File: src/rtl/adc_capture_ctrl.sv
// ADC capture sequencer: config pins, settle wait, decimated burst capture into a FWFT FIFO, stream out.
// Define ADC_CAP_OVF_ABORT_EN to end capture on the first overrange sample.
module adc_capture_ctrl #(
  parameter int DEC    = 16,
  parameter int SETTLE = 64,
  parameter int DEPTH  = 16
) (
  input  logic        clkouta,
  input  logic        rst,
  input  logic        start,
  input  logic        cfg_pga,
  input  logic        cfg_dith,
  input  logic        cfg_rand,
  input  logic [15:0] burst_len,
  input  logic [15:0] data_in,
  input  logic        ofa,
  output logic        pga,
  output logic        dith,
  output logic        rand_,
  output logic        busy,
  output logic        done,
  output logic [7:0]  ovf_cnt,
  output logic [7:0]  drop_cnt,
  output logic [15:0] dout,
  output logic        dout_valid,
  input  logic        dout_ready,
  output logic [7:0]  LED
);

  localparam int AW = $clog2(DEPTH);
  localparam int CW = AW + 1;
  localparam int DW = (DEC > 1) ? $clog2(DEC) : 1;
  localparam int SW = (SETTLE > 1) ? $clog2(SETTLE) : 1;

  typedef enum logic [2:0] {
    S_IDLE,
    S_CONFIG,
    S_SETTLE,
    S_CAPTURE,
    S_DRAIN
  } state_t;

  state_t         state_q, state_d;
  logic [2:0]     cfg_q, pins_q;
  logic [15:0]    len_q, smp_q;
  logic [SW-1:0]  settle_q;
  logic [DW-1:0]  dec_q;
  logic [7:0]     ovf_q, drop_q;
  logic [2:0]     led_hi_q, led_lo_q;
  logic           done_q;

  logic [15:0]    mem [DEPTH];
  logic [AW-1:0]  wr_q, rd_q;
  logic [CW-1:0]  fcnt_q;
  logic [15:0]    dout_q;
  logic           dv_q;

  logic           start_ok, sample_evt, push, load_out, pop, last_smp, drained, ovf_abort;
  logic [CW-1:0]  occ;

  // The output register counts toward capacity, so "full" covers FIFO plus output word.
  assign occ        = fcnt_q + CW'(dv_q);
  assign start_ok   = (state_q == S_IDLE) && start && (burst_len != 16'd0);
  assign sample_evt = (state_q == S_CAPTURE) && (dec_q == '0);
  assign push       = sample_evt && ((occ < CW'(DEPTH)) || (dv_q && dout_ready));
  assign load_out   = !dv_q || dout_ready;
  assign pop        = load_out && (fcnt_q != '0);
  assign last_smp   = (smp_q + 16'd1) == len_q;
  assign drained    = (fcnt_q == '0) && !dv_q;

`ifdef ADC_CAP_OVF_ABORT_EN
  assign ovf_abort = ofa;
`else
  assign ovf_abort = 1'b0;
`endif

  always_comb begin
    state_d = state_q;
    case (state_q)
      S_IDLE:    if (start_ok) state_d = S_CONFIG;
      S_CONFIG:  state_d = S_SETTLE;
      S_SETTLE:  if (settle_q == '0) state_d = S_CAPTURE;
      S_CAPTURE: if (sample_evt && (last_smp || ovf_abort)) state_d = S_DRAIN;
      S_DRAIN:   if (drained) state_d = S_IDLE;
      default:   state_d = S_IDLE;
    endcase
  end

  always_ff @(posedge clkouta or posedge rst) begin
    if (rst) begin
      state_q  <= S_IDLE;
      cfg_q    <= '0;
      pins_q   <= '0;
      len_q    <= '0;
      smp_q    <= '0;
      settle_q <= '0;
      dec_q    <= '0;
      ovf_q    <= '0;
      drop_q   <= '0;
      led_hi_q <= '0;
      led_lo_q <= '0;
      done_q   <= 1'b0;
    end else begin
      state_q <= state_d;
      done_q  <= (state_q == S_DRAIN) && drained;
      if (start_ok) begin
        cfg_q  <= {cfg_pga, cfg_dith, cfg_rand};
        len_q  <= burst_len;
        ovf_q  <= '0;
        drop_q <= '0;
      end
      case (state_q)
        S_CONFIG: begin
          pins_q   <= cfg_q;
          settle_q <= SW'(SETTLE - 1);
        end
        S_SETTLE: begin
          if (settle_q != '0) settle_q <= settle_q - SW'(1);
          dec_q <= '0;
          smp_q <= '0;
        end
        S_CAPTURE: dec_q <= (dec_q == DW'(DEC - 1)) ? '0 : dec_q + DW'(1);
        default: ;
      endcase
      // Overrange is counted for every sample event, including dropped ones.
      if (sample_evt) begin
        smp_q    <= smp_q + 16'd1;
        led_hi_q <= data_in[15:13];
        led_lo_q <= data_in[2:0];
        if (ofa && (ovf_q != 8'hFF)) ovf_q <= ovf_q + 8'd1;
        if (!push && (drop_q != 8'hFF)) drop_q <= drop_q + 8'd1;
      end
    end
  end

  always_ff @(posedge clkouta) begin
    if (push) mem[wr_q] <= data_in;
  end

  always_ff @(posedge clkouta or posedge rst) begin
    if (rst) begin
      wr_q   <= '0;
      rd_q   <= '0;
      fcnt_q <= '0;
      dout_q <= '0;
      dv_q   <= 1'b0;
    end else begin
      if (push) wr_q <= wr_q + AW'(1);
      if (pop) rd_q <= rd_q + AW'(1);
      fcnt_q <= fcnt_q + CW'(push) - CW'(pop);
      if (load_out) begin
        dv_q <= (fcnt_q != '0);
        if (fcnt_q != '0) dout_q <= mem[rd_q];
      end
    end
  end

  assign {pga, dith, rand_} = pins_q;
  assign busy       = (state_q != S_IDLE);
  assign done       = done_q;
  assign ovf_cnt    = ovf_q;
  assign drop_cnt   = drop_q;
  assign dout       = dout_q;
  assign dout_valid = dv_q;
  assign LED        = {led_hi_q, (ovf_q != 8'd0), busy, led_lo_q};

endmodule

File: config.mk
export PLATFORM = sky130hd
export DESIGN_NAME = adc_capture_ctrl
export DESIGN_NICKNAME = d
export VERILOG_FILES = /design/src/rtl/adc_capture_ctrl.sv
export SDC_FILE = /design/constraint.sdc
export NUM_CORES = 1
export LEC_CHECK = 0
export ABC_AREA = 1
export CORE_AREA = 5 5 175 177
export DETAILED_ROUTE_END_ITERATION = 10
export DIE_AREA = 0 0 180 182
export PLACE_DENSITY = 0.8
export SYNTH_ARGS = -nofsm -noshare
export SYNTH_HDL_FRONTEND = slang
export SYNTH_SLANG_ARGS = --single-unit
File: constraint.sdc
create_clock -name clkouta -period 3.2 [get_ports clkouta]
set_input_delay 0.64 -clock clkouta [delete_from_list [all_inputs] [get_ports clkouta]]
set_output_delay 0.64 -clock clkouta [all_outputs]
set_load 0.03 [all_outputs]
==> Word-level counts from Yosys, hierarchy flattened <==
Memory sizes are Yosys's and may differ from the RTL's. A register that Yosys moved wholly into a read port is not among the register bits.
Cells that the tools add are included.
{ "totals": {"reg_bits": 88, "ram_bits": 256, "output_inout_bits": 46, "word_cells": 90, "n_memories": 1, "in_bits": 40} }
{ "memory_table": {"columns": ["name", "depth", "word_bits", "rd", "rd_ports_with_merged_regs", "wr", "line_no", "text"], "rows": [
  ["mem", 16, 16, 1, 1, 1, "52", "logic [15:0] mem [DEPTH];"]
]} }
{ "classes": {"mux": 19, "eq_ne": 13, "add_sub_neg": 10, "magnitude_cmp": 1, "n_reduce_logical": 30} }
{ "ops": {"columns": ["op", "n"], "rows": [
  ["2-to-1 mux 8 bit", 6],
  ["2-to-1 mux 16 bit", 2],
  ["adder 16 x 1 -> 16 bit (second input constant)", 1],
  ["adder 8 x 1 -> 8 bit (second input constant)", 2],
  ["== test 16 bit", 1],
  ["inequality test 8 bit (second input constant)", 2],
  ["nonzero test 16 bit", 1],
  ["one-hot mux 3 bit (5 select lines)", 1],
  ["adder 4 x 1 -> 4 bit (second input constant)", 3],
  ["2-to-1 mux 3 bit", 4],
  ["one-hot mux 6 bit (2 select lines)", 1],
  ["logical AND 1 bit", 11],
  ["adder 5 x 1 -> 5 bit", 2],
  ["inequality test 2 bit (second input constant)", 4],
  ["one-hot mux 4 bit (2 select lines)", 1],
  ["nonzero test 8 bit", 1],
  ["== test 3 x 2 -> 1 bit (second input constant)", 2],
  ["logical NOT 6 bit", 1],
  ["2-to-1 mux 6 bit", 1],
  ["nonzero test 2 bit", 3],
  ["nonzero test 6 bit", 1],
  ["subtractor 6 x 1 -> 6 bit (second input constant)", 1],
  ["logical NOT 5 bit", 1],
  ["< comparator 5 bit (second input constant)", 1],
  ["other kinds (15)", 19]
]} }

==> Depth between registers and ports, before layout <==
Gate-level depths: netlist (run 1).
{ "depth": {"ltp_word": 8, "depth_mapped": 14, "mapped_depth_nobuf": 13} }

==> Least setup slack after synthesis (run 1) <==
Ideal clock, no wire load.
{ "synth_timing": {"path_type": "input-to-reg", "from": "input dout_ready", "to": "register fcnt_q[4]", "setup_ns": 0.128, "required_ns": 3.072, "path_buffers": 1, "path_stages": 13, "setup_slack_ns": 0.577, "arrival_time_ns": 2.495, "cell_sequence": "inv_1 nand2_1 nand2_1 inv_2 buf_1 ha_1 inv_1 ha_1 inv_1 fa_1 o21ai_0 a21oi_1 xor2_1"} }
{ "synth_via": {"elab_cells_between_ends": 7, "cone_classes": "add/sub (2); reduce/logical (5)"} }
{ "synth_lines": {"columns": ["item", "line_no", "text"], "rows": [
  ["from (decl)", "26", "input logic dout_ready,"],
  ["logical OR 1 bit", "66", "assign load_out = !dv_q || dout_ready;"],
  ["logical AND 1 bit", "67", "assign pop = load_out && (fcnt_q != '0);"],
  ["via pop", "58", "logic start_ok, sample_evt, push, load_out, pop, last_smp, drained, ovf_abort;"],
  ["subtractor 5 x 1 -> 5 bit", "150", "fcnt_q <= fcnt_q + CW'(push) - CW'(pop);"],
  ["to (signal assigned)", "150", null],
  ["to (decl)", "54", "logic [CW-1:0] fcnt_q;"]
]} }
The timed path passes the listed nets, and every way through them passes these cells.
A chain may end at the register's enable or synchronous reset.

==> Final worst setup path (run 1) <==
{ "layout_timing": {"from": "register ovf_q[0], in the netlist ovf_cnt[0]", "to": "output LED[4]"} }
{ "layout_via": {"elab_chain_len": 1} }
{ "layout_rtl": {"columns": ["item", "line_no", "text"], "rows": [
  ["from (decl)", "48", "logic [7:0] ovf_q, drop_q;"],
  ["from (signal assigned)", "130", "if (ofa && (ovf_q != 8'hFF)) ovf_q <= ovf_q + 8'd1;"],
  ["nonzero test 8 bit", "165", "assign LED = {led_hi_q, (ovf_q != 8'd0), busy, led_lo_q};"],
  ["to (decl)", "27", "output logic [7:0] LED"]
]} }
Every way passes these cells.

==> results of run 1 <==
## worst min path at each step
stage,from,to,cells past startpoint
after floorplan,cfg_q[0],cfg_q[0],2
after global placement,led_lo_q[1],led_lo_q[1],2
after detailed placement,led_hi_q[1],led_hi_q[1],2
after CTS,led_hi_q[1],led_hi_q[1],2
after global routing,led_lo_q[0],led_lo_q[0],2
final,led_hi_q[1],led_hi_q[1],2
## kinds of logic after synthesis
| logic type | after synthesis | synth area share |
|---|---|---|
| fa+ha+maj | 21 | 0.0177 |
| buf+inv | 166 | 0.0431 |
| mux | 1 | 0.000655 |
| simple gates | 487 | 0.135 |
| flops | 360 | 0.673 |
| xor+xnor | 17 | 0.0117 |
| compound gates | 303 | 0.118 |
## cell type report
type | instances | area share
clock buffer | 50 | 0.0567
clock inverter | 17 | 0.00963
inverter | 102 | 0.0215
multi-input combinational | 829 | 0.242
sequential | 360 | 0.570
tap | 390 | 0.0270
timing repair buffer | 126 | 0.0731
## registers in the layout, summed over array words and instances (netlist names), 4 cells and up
| name | count |
|---|---|
| mem | 256 |
| dout | 16 |
| len_q | 16 |
| smp_q | 16 |
| drop_cnt | 8 |
| ovf_cnt | 8 |
| settle_q | 6 |
| fcnt_q | 5 |
| dec_q | 4 |
| rd_q | 4 |
| wr_q | 4 |
## metal layers
metal	vias up	global-route usage	wire (um)
met4	0	0.0731	1010
li1	5037	-	-
met2	527	0.363	17500
met1	5234	0.281	14100
met3	90	0.0433	3110
met5	-	0	0
## worst max-delay path, stage by stage (launching register included)
cell	delay, ns
dfrtp_1	0.43
inv_1	0.08
ha_1	0.20
nand4_1	0.09
clkdlybuf4s50_1	0.69
## where the power goes
group	internal (mW)	switching, mW	total, mW	leakage, nW
clock network	2.43	1.78	4.21	0.581
logic	1.90	3.59	5.49	2.50
registers	5.63	0.486	6.11	3.60
## stage by stage
step           instances  hold WS (ns)  power, mW  utilization  setup slack [ns]
6_report            1874         0.466       15.8        0.621             0.537
5_1_grt             1874         0.493       16.7        0.621             0.368
4_1_cts             1874         0.472       15.9        0.621             0.518
3_5_place_dp        1807         0.458       11.6        0.580             0.237
3_3_place_gp        1807         0.455       11.4        0.580             0.284
2_1_floorplan       1355         0.449       9.69            -             0.577
## cell usage after synthesis (2+ instances only)
cell,instances,area share
a21oi_1,9,0.0029
a31oi_1,17,0.0070
buf_1,4,0.00098
buf_2,19,0.0062
clkbuf_1,39,0.0096
clkinv_1,3,0.00074
dfrtp_1,104,0.17
edfxtp_1,256,0.50
ha_1,20,0.016
inv_1,86,0.021
inv_2,13,0.0032
nand2_1,180,0.044
nand2_2,3,0.0012
nand3_1,70,0.023
nand4_1,18,0.0074
nor2_1,188,0.046
nor2_2,5,0.0020
nor2_4,5,0.0037
nor3_1,7,0.0023
nor4_1,3,0.0012
o211ai_1,18,0.0088
o21ai_0,156,0.051
o21ai_1,28,0.0092
o221ai_1,47,0.027
o22ai_1,21,0.0086
o31ai_1,2,0.00098
xnor2_1,2,0.0011
xor2_1,13,0.0074
xor3_1,2,0.0031
==> results.py, run 1 <==
metrics = {
    "clock_tree": {
        "numCtsBuffers": 37,
        "cts.sinks": 360,
        "clkTransAtPathRegs_ns": 0.06,
        "clock_latency_ns": 0.54,
        "root_buffer": "clkbuf_16",
        "cts_setup_buffers": 0,
        "holdBufCountCts": 0,
        "clk_path_buf_depth": 3,
        "cts_tree": "yes",
        "h-tree-depth": 2,
        "cts_resized": 0,
    },
    "synth": {
        "ys_ff_latch": 360,
        "async_reset_ff_frac": 0.289,
        "syn_avg_cell_area_um2": 11.3,
        "yosysUniqueCellTypes": 46,
        "syn_area_um2": 15300,
        "ys_warn_count": 0,
        "yosys_most_used_dff": "edfxtp_1",
        "synth_cells": 1355,
        "synth_edf_count": 256,
        "synth-seq-area-share": 0.673,
        "synth_nets": 1416,
    },
    "grt": {
        "grt_overflow_total": 0,
        "grt_max_degree": 67,
        "antenna_found_initial": 0,
        "grt_pass1_wl_um": 56600,
        "grt.total_usage": 0.215,
        "grt_pass1_vias": 10707,
    },
    "critical_path": {
        "end_kind": "output pin",
        "r2r_cells": 13,
        "worst_r2r_endpoint": "fcnt_q[4]",
        "r2r_slack_ns": 0.60,
        "cp-startpoint": "ovf_cnt[0]",
        "reg2reg_from": "fcnt_q[2]",
        "critical_path.max_fanout": 5,
        "crit_required_ns": 2.56,
        "critPathCapture": "LED[4]",
        "setup.worst_path.class": "flop to output pin",
        "arrival_ns": 2.02,
        "critPathLaunchType": "flop",
    },
    "timing": {
        "worst_pin_slew_ns": 0.730,
        "maxSlewViolCount": 0,
        "timing.fmax_ghz": 0.376,
        "period_needed_ns": 2.66,
        "finClkSkew_ns": 0.0229,
        "setup_tns_ns": 0,
        "final.period_utilization": 0.832,
        "max-slew-margin-rel": 0.512,
        "hold_violations": 0,
        "rsz0062_at_grt": "no",
        "setup_violations": 0,
    },
    "placement": {
        "dpl_cell_area_um2": 16900,
        "io_buffers": 85,
        "gp_congestion": 0.841,
        "hpwl_um": 21800,
    },
    "final_layout": {
        "multi_input_area_um2": 4380,
        "syn_to_final_growth_pct": 18.2,
        "num-fill-cells": 2124,
        "num_antenna_cells": 0,
        "fin_nets": 1517,
        "drive_gt1_frac": 0.0977,
        "most-common-layout-cells": "edfxtp_1, nand2_1, nor2_1",
        "ff_latch_area_um2": 10300,
        "final_common_cell": "edfxtp_1",
        "finish.instance_area_um2": 18100,
    },
    "run": {
        "maxCapViolations": 0,
    },
    "power_and_ir_drop": {
        "power_density_nw_per_um2": 875,
        "irDropWorstVdd_mv": 0.507,
        "p_leak_nw": 6.68,
    },
    "drt": {
        "antenna_left": 0,
        "vias_per_cell": 5.81,
        "wl_per_cell_um": 19.1,
        "route.vias.total": 10888,
        "drt_iter0_drc": 1202,
        "drtPass1Iterations": 5,
        "postRouteWirelength_um": 35800,
        "drc": 0,
    },
    "floorplan": {
        "design.core.area_um2": 29100,
        "start_util": 0.526,
        "die_x_um": 180,
        "rows": 63,
        "die_area_um2": 32800,
        "die_y_um": 182,
        "design.portCount": 86,
    },
    "hold_path": {
        "hold_class": "flop to flop",
    },
    "status": {
        "outcome": "complete, no violations",
    },
}
No activity file was read; power rests on OpenSTA's default activity.
==> run 2, diff against run 1 <==
- CORE_AREA: 5 5 175 177 -> 5 5 166 168
- DIE_AREA: 0 0 180 182 -> 0 0 171 173
- PLACE_DENSITY: 0.8 -> 0.84
- clock period: 3.2 -> 2.7 ns (I/O delays scaled with it)
==> run 2 against run 1 <==
- critical path depth grew 1
- critical endpoint is now LED[3]
- die area fell by 9.7%
- worst setup slack lost 0.37 ns
- first-iteration DRC count is 0.17% lower
- count of clock-buffer cells in the layout is 1 lower
- final cell count is 2.7% lower
- cell area fell by 0.64%
- register-to-register slack lost 0.40 ns
- clock skew about the same
- flip-flop and latch count is the same
- power rose by 17%
==> results.py, run 2 (synthesized netlist as in run 1, its figures left out) <==
metrics = {
    "final_layout": {
        "fin_nets": 1523,
        "largest_reg_flops": 256,
        "top_register": "mem",
        "most-common-layout-cells": "edfxtp_1, nand2_1, nor2_1",
        "num_antenna_cells": 0,
        "final_core_util": 0.697,
        "syn_to_final_growth_pct": 17.4,
        "final_common_cell": "edfxtp_1",
        "drive_gt1_frac": 0.101,
        "num-fill-cells": 1687,
    },
    "floorplan": {
        "design.portCount": 86,
        "design.core.area_um2": 25800,
        "die_y_um": 173,
        "die_x_um": 171,
        "die_area_um2": 29600,
        "start_util": 0.593,
        "rows": 59,
    },
    "clock_tree": {
        "root_buffer": "clkbuf_16",
        "clock_latency_ns": 0.53,
        "cts_tree": "yes",
        "cts.sinks": 360,
        "clkTransAtPathRegs_ns": 0.06,
        "numCtsBuffers": 36,
        "clk_path_buf_depth": 3,
        "h-tree-depth": 2,
        "holdBufCountCts": 0,
    },
    "drt": {
        "wl_per_cell_um": 20.1,
        "drc": 0,
        "vias_per_cell": 6.10,
        "postRouteWirelength_um": 36600,
        "antenna_left": 0,
        "drt_iter0_drc": 1200,
        "drtPass1Iterations": 5,
        "route.vias.total": 11128,
    },
    "timing": {
        "rsz0062_at_grt": "no",
        "maxSlewViolCount": 0,
        "max-slew-margin-rel": 0.480,
        "setup_violations": 0,
        "hold_violations": 0,
        "timing.fmax_ghz": 0.395,
        "worst_pin_slew_ns": 0.778,
        "period_needed_ns": 2.53,
        "finClkSkew_ns": 0.0230,
        "final.period_utilization": 0.938,
    },
    "critical_path": {
        "end_kind": "output pin",
        "slowest_stage": "clkdlybuf4s50_1",
        "critical_path.max_fanout": 5,
        "setup.worst_path.class": "flop to output pin",
        "arrival_ns": 1.99,
        "crit_required_ns": 2.16,
        "crit_top_cell": "nor2_1",
        "cp-startpoint": "state_q[2]",
        "r2r_cells": 13,
        "slowest_delay_ns": 0.60,
        "reg2reg_from": "fcnt_q[2]",
        "critPathLaunchType": "flop",
        "path_cells": "nor2_1 -> inv_1 -> nor2_1 -> inv_2 -> clkdlybuf4s50_1",
    },
    "run": {
        "maxCapViolations": 0,
    },
    "grt": {
        "grt_pass1_wl_um": 58200,
        "antenna_found_initial": 0,
        "grt_overflow_total": 0,
        "grt.total_usage": 0.246,
        "grt_max_degree": 131,
        "grt_pass1_vias": 11258,
    },
    "placement": {
        "io_buffers": 85,
        "gp_congestion": 0.870,
        "hpwl_um": 23100,
    },
    "power_and_ir_drop": {
        "irDropWorstVdd_mv": 0.726,
        "p_leak_nw": 6.68,
        "power_density_nw_per_um2": 1030,
        "power_mw": 18.6,
    },
    "hold_path": {
        "hold_class": "input pin to async pin",
    },
    "status": {
        "outcome": "complete, no violations",
    },
}
==> run 2: final cells by class <==
| cell class | instances | area [um2] | area share |
|---|---|---|---|
| Clock buffer | 49 | 1000 | 0.0557 |
| Clock inverter | 16 | 113 | 0.00627 |
| Inverter | 102 | 388 | 0.0216 |
| Multi-Input combinational cell | 829 | 4380 | 0.244 |
| Sequential cell | 360 | 10300 | 0.573 |
| Tap cell | 335 | 419 | 0.0233 |
| Timing Repair Buffer | 133 | 1360 | 0.0758 |
==> run 2: where the power goes <==
part           switching (mW)  leakage (nW)  internal, mW
sequential              0.564          3.60          6.67
combinational            4.36          2.54          2.29
clock                    2.06         0.550          2.62
==> run 2: path summary, 6_finish.rpt <==
check	to	slack, ns
max	LED[3]	0.17
min	drop_cnt[7]	0.45
max reg2reg	fcnt_q[4]	0.20
min reg2reg	led_hi_q[1]	0.47
max in group asynchronous	ovf_cnt[4]	1.66
min in group clkouta	led_hi_q[1]	0.47
==> run 2: through the flow <==
stage	cell area, um2	setup WS [ns]	cells	hold WS (ns)	TNS [ns]
6_report	18000	0.167	1824	0.447	0
3_3_place_gp	16800	0.0244	1758	0.456	0
3_5_place_dp	16800	-0.0461	1758	0.462	-0.0461
2_1_floorplan	15300	0.134	1355	0.449	0
4_1_cts	17900	0.152	1823	0.448	0
5_1_grt	18000	0.0446	1824	0.481	0
==> run 2: what timing repair did <==
action | 4_1_cts | 5_1_grt
gates resized for setup | 0 | 1
endpoints found under the setup margin | 0 | 1
buffers inserted | 0 | 1
==> run 2: critical path: cells and delay by family, from the launching register on <==
| kind | cells | cell delay [ns] |
|---|---|---|
| buf+inv | 3 | 0.73 |
| simple gates | 2 | 0.29 |
| flops | 1 | 0.45 |
==> run 2: layer usage <==
metal,GRT usage,part of all wire
met5,0,0
met4,0.0914,0.033
met3,0.0354,0.070
met2,0.426,0.52
met1,0.313,0.38
